`src/rtl/cpu_pkg.sv`:
```
// Shared CPU definitions: opcodes, control-word bit positions and the fetch FSM states.
package cpu_pkg;

  localparam logic [5:0] OP_BRZ = 6'h00;
  localparam logic [5:0] OP_BRN = 6'h01;
  localparam logic [5:0] OP_BRC = 6'h02;
  localparam logic [5:0] OP_BRO = 6'h03;
  localparam logic [5:0] OP_LDA = 6'h04;
  localparam logic [5:0] OP_STA = 6'h05;
  localparam logic [5:0] OP_BRA = 6'h06;
  localparam logic [5:0] OP_JMP = 6'h07;
  localparam logic [5:0] OP_RET = 6'h08;
  localparam logic [5:0] OP_ADD = 6'h09;
  localparam logic [5:0] OP_SUB = 6'h0A;
  localparam logic [5:0] OP_AND = 6'h0B;
  localparam logic [5:0] OP_OR  = 6'h0C;
  localparam logic [5:0] OP_XOR = 6'h0D;
  localparam logic [5:0] OP_NOT = 6'h0E;
  localparam logic [5:0] OP_SHL = 6'h0F;
  localparam logic [5:0] OP_SHR = 6'h10;
  localparam logic [5:0] OP_LDI = 6'h11;
  localparam logic [5:0] OP_LDM = 6'h12;
  localparam logic [5:0] OP_STM = 6'h13;
  localparam logic [5:0] OP_PSH = 6'h14;
  localparam logic [5:0] OP_POP = 6'h15;
  localparam logic [5:0] OP_NOP = 6'h16;
  localparam logic [5:0] OP_CMP = 6'h17;
  localparam logic [5:0] OP_ROL = 6'h18;
  localparam logic [5:0] OP_INC = 6'h19;
  localparam logic [5:0] OP_DEC = 6'h1A;

  localparam int CTRL_NEXT  = 7;
  localparam int CTRL_BR    = 6;
  localparam int CTRL_ALUOP = 5;
  localparam int CTRL_LSE   = 4;
  localparam int CTRL_LDM   = 3;
  localparam int CTRL_LACC  = 2;
  localparam int CTRL_ABS   = 1;
  localparam int CTRL_SPO   = 0;

  localparam logic [7:0] CTRL_ILLEGAL = 8'hFF;

  typedef enum logic [1:0] {
    FETCH  = 2'd0,
    DECODE = 2'd1,
    EXEC   = 2'd2,
    HALT   = 2'd3
  } fetch_state_e;

endpackage

```
`src/rtl/ret_stack.sv`:
```
// LIFO of return addresses; push on full and pop on empty are ignored here and
// reported to the caller through full/empty.
module ret_stack #(
  parameter int DEPTH = 8,
  parameter int W     = 10
) (
  input  logic         clk,
  input  logic         rst,
  input  logic         push,
  input  logic         pop,
  input  logic [W-1:0] din,
  output logic [W-1:0] dout,
  output logic         full,
  output logic         empty
);

  localparam int AW   = (DEPTH > 1) ? $clog2(DEPTH) : 1;
  localparam int SP_W = AW + 1;

  logic [SP_W-1:0] sp_q, sp_d;
  logic [W-1:0]    mem_q [DEPTH];
  logic [AW-1:0]   wr_idx, rd_idx;

  assign wr_idx = sp_q[AW-1:0];
  assign rd_idx = wr_idx - AW'(1);
  assign full   = (sp_q == SP_W'(DEPTH));
  assign empty  = (sp_q == '0);
  assign dout   = mem_q[rd_idx];

  always_comb begin
    sp_d = sp_q;
    if (push && !full) begin
      sp_d = sp_q + SP_W'(1);
    end else if (pop && !empty) begin
      sp_d = sp_q - SP_W'(1);
    end
  end

  always_ff @(posedge clk or posedge rst) begin
    if (rst) begin
      sp_q <= '0;
    end else begin
      sp_q <= sp_d;
    end
  end

  // Storage needs no reset: an entry is only read after it has been pushed.
  always_ff @(posedge clk) begin
    if (push && !full) begin
      mem_q[wr_idx] <= din;
    end
  end

endmodule

```
`src/rtl/fetch_unit.sv`:
```
// Instruction fetch / PC sequencer. Define RET_STACK_EN to build the return
// stack for jmp/ret; without it jmp acts as bra and ret halts as illegal.
module fetch_unit
  import cpu_pkg::*;
#(
  parameter int ADDR_W      = 10,
  parameter int INSTR_W     = 16,
  parameter int STACK_DEPTH = 8
) (
  input  logic               clk,
  input  logic               rst,
  output logic [ADDR_W-1:0]  imem_addr,
  output logic               imem_req,
  input  logic               imem_ack,
  input  logic [INSTR_W-1:0] imem_data,
  output logic [5:0]         opcode,
  output logic [9:0]         operand,
  input  logic [7:0]         ctrl,
  input  logic               flag_z,
  input  logic               flag_n,
  input  logic               flag_c,
  input  logic               flag_o,
  output logic [ADDR_W-1:0]  pc,
  output logic               instr_valid,
  output logic               halted,
  output logic               stack_err
);

  fetch_state_e       state_q, state_d;
  logic [ADDR_W-1:0]  pc_q, pc_d;
  logic [INSTR_W-1:0] ir_q, ir_d;
  logic               req_q, req_d;
  logic               stack_err_q, stack_err_d;
  logic [ADDR_W-1:0]  pc_inc, target;
  logic               commit;

`ifdef RET_STACK_EN
  logic              push, pop, stack_full, stack_empty;
  logic [ADDR_W-1:0] stack_dout;

  ret_stack #(
    .DEPTH(STACK_DEPTH),
    .W    (ADDR_W)
  ) u_ret_stack (
    .clk  (clk),
    .rst  (rst),
    .push (push),
    .pop  (pop),
    .din  (pc_inc),
    .dout (stack_dout),
    .full (stack_full),
    .empty(stack_empty)
  );
`endif

  assign pc_inc      = pc_q + ADDR_W'(1);
  assign target      = ir_q[ADDR_W-1:0];
  assign opcode      = ir_q[15:10];
  assign operand     = ir_q[9:0];
  assign imem_addr   = pc_q;
  assign imem_req    = req_q;
  assign pc          = pc_q;
  assign halted      = (state_q == HALT);
  assign stack_err   = stack_err_q;
  assign instr_valid = commit;

  always_comb begin
    state_d     = state_q;
    pc_d        = pc_q;
    ir_d        = ir_q;
    stack_err_d = stack_err_q;
    commit      = 1'b0;
`ifdef RET_STACK_EN
    push        = 1'b0;
    pop         = 1'b0;
`endif
    unique case (state_q)
      FETCH: begin
        if (req_q && imem_ack) begin
          ir_d    = imem_data;
          state_d = DECODE;
        end
      end
      DECODE: state_d = EXEC;
      EXEC: begin
        if (ctrl == CTRL_ILLEGAL) begin
          state_d = HALT;
        end else if (ctrl[CTRL_NEXT]) begin
          commit  = 1'b1;
          pc_d    = pc_inc;
          state_d = FETCH;
          case (opcode)
            OP_BRZ: if (flag_z) pc_d = target;
            OP_BRN: if (flag_n) pc_d = target;
            OP_BRC: if (flag_c) pc_d = target;
            OP_BRO: if (flag_o) pc_d = target;
            OP_BRA: pc_d = target;
`ifdef RET_STACK_EN
            OP_JMP: begin
              if (stack_full) begin
                commit      = 1'b0;
                pc_d        = pc_q;
                state_d     = HALT;
                stack_err_d = 1'b1;
              end else begin
                push = 1'b1;
                pc_d = target;
              end
            end
            OP_RET: begin
              if (stack_empty) begin
                commit      = 1'b0;
                pc_d        = pc_q;
                state_d     = HALT;
                stack_err_d = 1'b1;
              end else begin
                pop  = 1'b1;
                pc_d = stack_dout;
              end
            end
`else
            OP_JMP: pc_d = target;
            OP_RET: begin
              commit  = 1'b0;
              pc_d    = pc_q;
              state_d = HALT;
            end
`endif
            default: ;
          endcase
        end
      end
      HALT: ;
      default: state_d = HALT;
    endcase
    // Registered so the request only rises on the first edge after reset.
    req_d = (state_d == FETCH);
  end

  always_ff @(posedge clk or posedge rst) begin
    if (rst) begin
      state_q     <= FETCH;
      pc_q        <= '0;
      ir_q        <= '0;
      req_q       <= 1'b0;
      stack_err_q <= 1'b0;
    end else begin
      state_q     <= state_d;
      pc_q        <= pc_d;
      ir_q        <= ir_d;
      req_q       <= req_d;
      stack_err_q <= stack_err_d;
    end
  end

endmodule

```
`config.mk`:
```
export PLATFORM = sky130hd
export DESIGN_NAME = fetch_unit
export DESIGN_NICKNAME = d
export VERILOG_FILES = /design/src/rtl/cpu_pkg.sv /design/src/rtl/ret_stack.sv /design/src/rtl/fetch_unit.sv
export SDC_FILE = /design/constraint.sdc
export NUM_CORES = 1
export LEC_CHECK = 0
export CORE_UTILIZATION = 25
export DETAILED_ROUTE_END_ITERATION = 6
export PLACE_DENSITY = 0.51
export SLEW_MARGIN = 0
export SYNTH_ARGS = -nofsm -noshare
export SYNTH_HDL_FRONTEND = slang
export SYNTH_SLANG_ARGS = --single-unit
```
`constraint.sdc`:
```
create_clock -name clk -period 5 [get_ports clk]
set_clock_uncertainty 0.1 [all_clocks]
set_input_delay 1 -clock clk [delete_from_list [all_inputs] [get_ports clk]]
set_output_delay 1 -clock clk [all_outputs]
set_load 0.01 [all_outputs]
```
==> flow_metrics.py, run 1 <==
metrics = {
    "floorplan": {
        "rows": 28,
        "core-area_sq_um": 6100,
        "io_pins": 71,
        "dieWidth_um": 82.5,
        "die_y_um": 82.5,
        "start_util": 0.266,
        "die_area_sq_um": 6800,
    },
    "yosys": {
        "synth_area_sq_um": 1620,
        "synth_cell_types": 38,
        "ys_ff_latch": 29,
        "ys_warn_count": 0,
        "synth_top_area_frac": 0.448,
        "yosysTopAreaCell": "dfrtp_1",
        "synth-edff-count": 0,
        "synth_area_leaders": "dfrtp_1 (45%), mux2_2 (11%), mux2i_1 (5.6%)",
        "synthArstFlopShare": 1.00,
        "yosysSeqAreaShare": 0.448,
        "syn_area_per_cell_sq_um": 11.1,
        "syn_nets": 178,
        "yosys_most_used_dff": "dfrtp_1",
        "syn_inst": 146,
    },
    "power_and_ir_drop": {
        "p_clk_frac": 0.130,
        "p_leak_nw": 1.01,
        "netSwitchingPower_mw": 0.516,
        "peakVddDrop_v": 0.000235,
        "p_int_mw": 0.890,
        "p_per_area_nw_per_um2": 592,
        "seqPwrFrac": 0.351,
        "combPwrFrac": 0.520,
        "swShare": 0.367,
    },
    "placed_design": {
        "globalplace.congestion": 0.705,
        "hpwl_um": 2850,
        "portBuffers": 69,
    },
    "sta": {
        "min_period_ns": 3.95,
        "whs_ns": 0.431,
        "fin_tns_setup_ns": 0,
        "finalCritPeriodShare": 0.790,
        "rsz0062_at_grt": "false",
        "finalHoldViolCount": 0,
        "slew_viol_final": 0,
        "tightest_slew_ns": 0.836,
        "finalSetupViolCount": 0,
        "max_slew_margin": 0.438,
        "fmax_mhz": 253,
    },
    "grt": {
        "grt_pass1_wl_um": 6410,
        "track_usage": 0.129,
        "antenna_found_initial": 0,
        "overflow": 0,
        "grt_pass1_vias": 1357,
        "grt_max_degree": 30,
    },
    "clocking": {
        "clkTransAtPathRegs_ns": 0.06,
        "cts-buffers-inserted": 5,
        "clock-root-buffer": "clkbuf_8",
        "cts.sinks": 29,
        "cts_tree": "yes",
        "cts_buffer_depth": 2,
        "h-tree-depth": 2,
        "post-cts-setup-buffers": 0,
        "cts_resized": 0,
        "insertion_delay_ns": 0.27,
        "hold_buffers": 0,
    },
    "detailed_routing": {
        "detail-route-antenna-nets": 0,
        "wl_per_cell_um": 13.5,
        "num_vias": 1323,
        "dr.first_iter.drc_count": 59,
        "drt_wl_total_um": 3840,
        "drt_pass1_iterations": 4,
        "drc": 0,
        "vias_per_cell": 4.64,
    },
    "critical_path": {
        "worstReg2RegStart": "ir_q[11]",
        "cp-start-kind": "input pin",
        "cpPeakStageDelay_ns": 0.57,
        "crit_top_cell": "clkdlybuf4s50_1",
        "cp-startpoint": "ctrl[6]",
        "crit_chain": "clkdlybuf4s50_1 > nand4_1 > nor2_1 > or3_1 > inv_4 > clkdlybuf4s50_1",
        "crit_arrival_ns": 2.85,
        "critPathTopFamily": "buffers and inverters",
        "critPathSlowestCell": "clkdlybuf4s50_1",
        "setup.worst_path.class": "in -> out",
        "cp.buffers_inverters": 3,
        "cp_data_required_time_ns": 3.90,
        "cp_max_fo": 16,
        "endpoint_kind": "output pin",
    },
    "finish": {
        "layout_common_cells": "clkdlybuf4s50_1 (69), dfrtp_1 (29), mux2_2 (16), nand2_1 (11), mux2i_1 (9)",
        "final_common_cell": "clkdlybuf4s50_1",
        "n_antenna_cell": 0,
        "syn2layout_area_growth_pct": 46.5,
        "final_nets": 241,
        "layout-drive-gt1-share": 0.176,
    },
    "min_path": {
        "min_from": "ir_q[7]",
        "hold_class": "reg -> reg",
    },
    "run_status": {
        "status": "finished, final reports clean",
    },
    "job": {
        "cap_violations": 0,
    },
}
==> kinds of logic (layout without fill, tap and decap cells) <==
| kind of cell | after synthesis | after routing | share of synthesized area |
|---|---|---|---|
| fa+ha+maj | 1 | 1 | 0.00773 |
| mux | 25 | 25 | 0.167 |
| compound gates | 26 | 26 | 0.139 |
| other cells | 1 | 1 | 0.00232 |
| simple gates | 40 | 40 | 0.135 |
| flops | 29 | 29 | 0.448 |
| buf+inv | 24 | 88 | 0.100 |
==> metrics by stage <==
step	setup WS, ns	instance area [sq um]	std cells	utilization	power, mW
after global placement	1.07	2290	277	0.376	1.24
final	1.05	2370	285	0.389	1.41
after detailed placement	1.04	2290	277	0.376	1.24
after floorplan	2.09	1620	146	-	0.902
after CTS	1.04	2370	285	0.389	1.43
after global routing	0.919	2370	285	0.389	1.53
==> cell usage after synthesis, types with 4 or more instances <==
cell type	n
a22oi_2	6
and3_1	4
buf_4	12
dfrtp_1	29
inv_1	8
mux2_2	16
mux2i_1	9
nand2_1	11
nand3_1	6
nor2_1	4
o21ai_0	7
==> power groups by stage <==
stage	logic, mW	registers (mW)	clock network, mW
after floorplan	0.388	0.514	0
after global placement	0.737	0.499	0
after detailed placement	0.738	0.501	0
after CTS	0.741	0.498	0.191
after global routing	0.803	0.520	0.203
final	0.730	0.493	0.182
==> sequential cells by signal, indices dropped and copies added, names as in the netlist <==
register,cells
state_q,2
imem_req,1
imem_addr,10
ir_q,16
==> cell type report <==
type	instances	area [sq um]
fillers	637	3720
multi-input cells	93	731
flip-flops and latches	29	726
repair buffers	71	706
well taps	75	93.8
clock buffers	8	80.1
inverters	9	36.3
==> layer usage <==
metal  share of wire  vias to the layer above  track usage
li1                -                      641            -
met1            0.44                      626        0.158
met3           0.060                        7       0.0418
met2            0.48                       49        0.205
met5               0                        -            0
met4           0.013                        0       0.0579
==> worst paths after layout <==
check                                to  slack (ns)  cells after the start
max reg2reg                imem_addr[4]        2.75                      5
max in group asynchronous       ir_q[9]        3.52                      3
min in group asynchronous       ir_q[1]        1.00                      3
max                         instr_valid        1.05                      6
min                             ir_q[7]        0.43                      1
min reg2reg                     ir_q[7]        0.43                      1
No activity file was read; power rests on OpenSTA's default activity.
==> inputs of run 2 (changes only) <==
--- a/config.mk
+++ b/config.mk
@@ -7,7 +7,7 @@
 export LEC_CHECK = 0
 export CORE_UTILIZATION = 25
 export DETAILED_ROUTE_END_ITERATION = 6
-export PLACE_DENSITY = 0.51
+export PLACE_DENSITY = 0.53
 export SLEW_MARGIN = 0
 export SYNTH_ARGS = -nofsm -noshare
 export SYNTH_HDL_FRONTEND = slang
==> constraint.sdc (replaced) <==
create_clock -name clk -period 3.35 [get_ports clk]
set_clock_uncertainty 0.1 [all_clocks]
set_input_delay 0.67 -clock clk [delete_from_list [all_inputs] [get_ports clk]]
set_output_delay 0.67 -clock clk [all_outputs]
set_load 0.01 [all_outputs]
==> flow_metrics.py, run 2 (same netlist as run 1, synthesis figures left out) <==
metrics = {
    "critical_path": {
        "cp_data_required_time_ns": 2.58,
        "r2r_cells": 7,
        "crit_top_cell": "clkdlybuf4s50_1",
        "cp-start-kind": "input pin",
        "cp_num_cells": 6,
        "endpoint_kind": "output pin",
        "cp_max_fo": 3,
        "setup.worst_path.class": "in -> out",
        "cp.buffers_inverters": 3,
        "crit_arrival_ns": 2.26,
        "crit_chain": "clkdlybuf4s50_1 > nand4_1 > nor2_1 > or3_1 > inv_4 > clkdlybuf4s50_1",
        "critPathSlowestCell": "clkdlybuf4s50_1",
        "cpPeakStageDelay_ns": 0.52,
        "critPathTopFamily": "buffers and inverters",
    },
    "sta": {
        "tightest_slew_ns": 0.778,
        "finalSetupViolCount": 0,
        "min_period_ns": 3.03,
        "slew_viol_final": 0,
        "finalCritPeriodShare": 0.904,
        "fmax_mhz": 330,
        "whs_ns": 0.435,
        "fin_tns_setup_ns": 0,
        "finalHoldViolCount": 0,
        "rsz0062_at_grt": "false",
        "max_slew_margin": 0.477,
    },
    "detailed_routing": {
        "drt_wl_total_um": 3720,
        "vias_per_cell": 4.48,
        "num_vias": 1294,
        "detail-route-antenna-nets": 0,
        "wl_per_cell_um": 12.9,
        "drc": 0,
        "drt_pass1_iterations": 4,
        "dr.first_iter.drc_count": 41,
    },
    "clocking": {
        "cts_tree": "yes",
        "cts_buffer_depth": 2,
        "insertion_delay_ns": 0.28,
        "cts-buffers-inserted": 5,
        "clock-root-buffer": "clkbuf_8",
        "clkTransAtPathRegs_ns": 0.06,
        "cts_resized": 0,
        "post-cts-setup-buffers": 0,
        "h-tree-depth": 2,
        "cts.sinks": 29,
        "hold_buffers": 0,
    },
    "grt": {
        "met1_usage": 0.155,
        "met3_usage": 0.0505,
        "grt_max_degree": 30,
        "antenna_found_initial": 0,
        "track_usage": 0.119,
        "grt_busiest_layer": "met2",
        "met2_usage": 0.171,
        "grt_pass1_wl_um": 5880,
        "grt_pass1_vias": 1221,
        "overflow": 0,
    },
    "finish": {
        "final_nets": 245,
        "fill_cells": 619,
        "syn2layout_area_growth_pct": 48.4,
        "layout_common_cells": "clkdlybuf4s50_1 (69), dfrtp_1 (29), mux2_2 (16), nand2_1 (11), mux2i_1 (9)",
        "top_register": "ir_q",
        "largest_reg_flops": 16,
        "layout-drive-gt1-share": 0.192,
        "finalCoreUtilization": 0.394,
        "final_common_cell": "clkdlybuf4s50_1",
        "n_antenna_cell": 0,
    },
    "placed_design": {
        "hpwl_um": 2740,
        "portBuffers": 69,
        "globalplace.congestion": 0.701,
    },
    "power_and_ir_drop": {
        "p_int_mw": 1.35,
        "seqPwrFrac": 0.342,
        "combPwrFrac": 0.524,
        "p_leak_nw": 1.03,
        "peakVddDrop_v": 0.000426,
        "p_clk_frac": 0.134,
        "p_per_area_nw_per_um2": 881,
        "netSwitchingPower_mw": 0.769,
        "swShare": 0.364,
    },
    "job": {
        "cap_violations": 0,
    },
    "floorplan": {
        "start_util": 0.266,
        "io_pins": 71,
        "dieWidth_um": 82.5,
        "core-area_sq_um": 6100,
        "die_area_sq_um": 6800,
        "rows": 28,
        "die_y_um": 82.5,
    },
    "min_path": {
        "hold_class": "reg -> reg",
        "min_delay_path_depth": 1,
    },
    "run_status": {
        "status": "finished, final reports clean",
    },
}
run 2: cell types whose count changed in the layout (fill, tap and decap cells not counted):
cell   change
buf_4      +4
run 2: cell type report:
class,instances,area (sq um),share of cell area
Clock buffer,8,80.1,0.0333
Inverter,9,36.3,0.0151
Timing Repair Buffer,75,736,0.306
Multi-Input combinational cell,93,731,0.304
Sequential cell,29,726,0.302
Tap cell,75,93.8,0.0391
run 2: metrics by stage:
| step | std cells | total power, mW | cell area (sq um) | setup WS (ns) |
|---|---|---|---|---|
| 6_report | 289 | 2.12 | 2400 | 0.321 |
| 3_3_place_gp | 281 | 1.85 | 2320 | 0.310 |
| 3_5_place_dp | 281 | 1.86 | 2320 | 0.306 |
| 4_1_cts | 289 | 2.15 | 2400 | 0.300 |
| 2_1_floorplan | 146 | 1.35 | 1620 | 1.02 |
| 5_1_grt | 289 | 2.28 | 2400 | 0.198 |
run 2: worst register-to-register path, cell delays in order (launching register included):
cell and delay [ns]:
dfrtp_1 0.44, or4b_1 0.57, nor3_2 0.18, or3_1 0.24
inv_4 0.04, buf_4 0.19, nand3_1 0.09, o311ai_0 0.11
run 2: final timing paths:
kind	startpoint	to	slack, ns
max in group asynchronous	rst	ir_q[8]	2.20
worst min-delay path	ir_q[5]	ir_q[5]	0.43
min in group asynchronous	rst	imem_req	0.67
worst min register to register	ir_q[5]	ir_q[5]	0.43
worst max register to register	ir_q[12]	imem_addr[0]	1.23
worst max-delay path	ctrl[5]	instr_valid	0.32
run 2: power groups by stage:
stage | Sequential [mW] | Clock (mW) | Combinational, mW
detailed placement | 0.736 | 0 | 1.12
global placement | 0.737 | 0 | 1.12
finish | 0.724 | 0.283 | 1.11
CTS | 0.731 | 0.296 | 1.13
floorplan | 0.767 | 0 | 0.580
global route | 0.764 | 0.307 | 1.21
run 2: routing by layer:
| metal | wire length (um) | share of wire | vias to the layer above |
|---|---|---|---|
| met2 | 1590 | 0.43 | 49 |
| met4 | 54 | 0.015 | 0 |
| met5 | 0 | 0 | - |
| li1 | - | - | 646 |
| met3 | 276 | 0.074 | 7 |
| met1 | 1790 | 0.48 | 592 |
==> inputs of run 3 (changes only) <==
--- a/config.mk
+++ b/config.mk
@@ -7,6 +7,7 @@
 export LEC_CHECK = 0
 export CORE_UTILIZATION = 25
 export DETAILED_ROUTE_END_ITERATION = 6
+export MAX_ROUTING_LAYER = met4
 export PLACE_DENSITY = 0.53
 export SLEW_MARGIN = 0
 export SYNTH_ARGS = -nofsm -noshare
==> flow_metrics.py, run 3 (same netlist as run 1, synthesis figures left out) <==
metrics = {
    "run_status": {
        "status": "finished, final reports clean",
    },
    "clocking": {
        "cts_buffer_depth": 2,
        "post-cts-setup-buffers": 0,
        "cts_resized": 0,
        "clkTransAtPathRegs_ns": 0.06,
        "cts.sinks": 29,
        "clock-root-buffer": "clkbuf_8",
        "cts_tree": "yes",
        "insertion_delay_ns": 0.28,
        "hold_buffers": 0,
        "h-tree-depth": 2,
        "cts-buffers-inserted": 5,
    },
    "detailed_routing": {
        "drt_pass1_iterations": 4,
        "vias_per_cell": 4.48,
        "drt_wl_total_um": 3720,
        "dr.first_iter.drc_count": 41,
        "num_vias": 1294,
        "wl_per_cell_um": 12.9,
        "drc": 0,
        "detail-route-antenna-nets": 0,
    },
    "critical_path": {
        "cp.buffers_inverters": 3,
        "setup.worst_path.class": "in -> out",
        "cpPeakStageDelay_ns": 0.52,
        "cp_data_required_time_ns": 2.58,
        "reg2reg_setup_slack_ns": 1.23,
        "endpoint_kind": "output pin",
        "critPathSlowestCell": "clkdlybuf4s50_1",
        "crit_chain": "clkdlybuf4s50_1 > nand4_1 > nor2_1 > or3_1 > inv_4 > clkdlybuf4s50_1",
        "crit_top_cell": "clkdlybuf4s50_1",
        "cp_max_fo": 3,
        "cp-start-kind": "input pin",
        "critPathTopFamily": "buffers and inverters",
        "crit_arrival_ns": 2.26,
        "cp_num_cells": 6,
        "r2r_cells": 7,
    },
    "finish": {
        "layout-drive-gt1-share": 0.192,
        "finalCoreUtilization": 0.394,
        "n_antenna_cell": 0,
        "layout_common_cells": "clkdlybuf4s50_1 (69), dfrtp_1 (29), mux2_2 (16), nand2_1 (11), mux2i_1 (9)",
        "largest_reg_flops": 16,
        "top_register": "ir_q",
        "syn2layout_area_growth_pct": 48.4,
        "fin_cells": 289,
        "final_common_cell": "clkdlybuf4s50_1",
        "final_nets": 245,
    },
    "job": {
        "cap_violations": 0,
    },
    "sta": {
        "slew_viol_final": 0,
        "tightest_slew_ns": 0.778,
        "finalHoldViolCount": 0,
        "finalSetupViolCount": 0,
        "rsz0062_at_grt": "false",
        "fmax_mhz": 330,
        "fin_tns_setup_ns": 0,
        "finalCritPeriodShare": 0.904,
        "min_period_ns": 3.03,
        "max_slew_margin": 0.477,
    },
    "grt": {
        "track_usage": 0.122,
        "grt_max_degree": 30,
        "overflow": 0,
        "grt_pass1_wl_um": 5880,
        "antenna_found_initial": 0,
        "grt_pass1_vias": 1221,
    },
    "power_and_ir_drop": {
        "combPwrFrac": 0.524,
        "power.total_mw": 2.12,
        "swShare": 0.364,
        "p_int_mw": 1.35,
        "p_leak_nw": 1.03,
        "p_per_area_nw_per_um2": 881,
        "peakVddDrop_v": 0.000426,
        "seqPwrFrac": 0.342,
        "p_clk_frac": 0.134,
        "netSwitchingPower_mw": 0.769,
    },
    "min_path": {
        "hold_class": "reg -> reg",
        "min_delay_path_depth": 1,
    },
    "placed_design": {
        "portBuffers": 69,
        "globalplace.congestion": 0.708,
        "hpwl_um": 2740,
        "dpl.cell_count": 281,
    },
    "floorplan": {
        "start_util": 0.266,
        "die_area_sq_um": 6800,
        "die_y_um": 82.5,
        "core-area_sq_um": 6100,
        "dieWidth_um": 82.5,
        "rows": 28,
        "io_pins": 71,
    },
}
## run 3: power by group through the flow
| stage | logic [mW] | clock network [mW] | registers [mW] |
|---|---|---|---|
| 6_report | 1.11 | 0.283 | 0.724 |
| 5_1_grt | 1.21 | 0.307 | 0.764 |
| 4_1_cts | 1.13 | 0.296 | 0.731 |
| 3_5_place_dp | 1.12 | 0 | 0.736 |
| 3_3_place_gp | 1.12 | 0 | 0.737 |
| 2_1_floorplan | 0.580 | 0 | 0.767 |
## run 3: worst reg2reg max path: cells and delay by family (launching register included)
family | cells | cell delay, ns
buffers and inverters | 2 | 0.23
and+or+nand+nor | 4 | 1.08
AOI/OAI and AO/OA | 1 | 0.11
DFF | 1 | 0.44
## run 3: metal layers
| metal | vias up | share of wire | global-route usage |
|---|---|---|---|
| met1 | 592 | 0.48 | 0.156 |
| met3 | 7 | 0.073 | 0.0495 |
| li1 | 646 | - | - |
| met4 | 0 | 0.015 | 0.0474 |
| met5 | - | 0 | - |
| met2 | 49 | 0.43 | 0.171 |
## run 3: worst paths after layout
check,end,startpoint
worst max-delay path,instr_valid,ctrl[5]
max in group asynchronous,ir_q[8],rst
worst min-delay path,ir_q[5],ir_q[5]
worst max register to register,imem_addr[0],ir_q[12]
worst min register to register,ir_q[5],ir_q[5]
min in group asynchronous,imem_req,rst
## run 3: layout make-up
cell class / instances / area, sq um
clock buffer: 8 / 80.1
fill: 619 / 3690
inverter: 9 / 36.3
multi-input combinational: 93 / 731
sequential: 29 / 726
tap: 75 / 93.8
timing repair buffer: 75 / 736
## run 3: stage by stage
| stage | setup WS (ns) | hold slack (ns) | area (sq um) |
|---|---|---|---|
| CTS | 0.300 | 0.443 | 2400 |
| detailed placement | 0.306 | 0.428 | 2320 |
| global placement | 0.310 | 0.423 | 2320 |
| global route | 0.198 | 0.466 | 2400 |
| finish | 0.321 | 0.435 | 2400 |
| floorplan | 1.02 | 0.386 | 1620 |
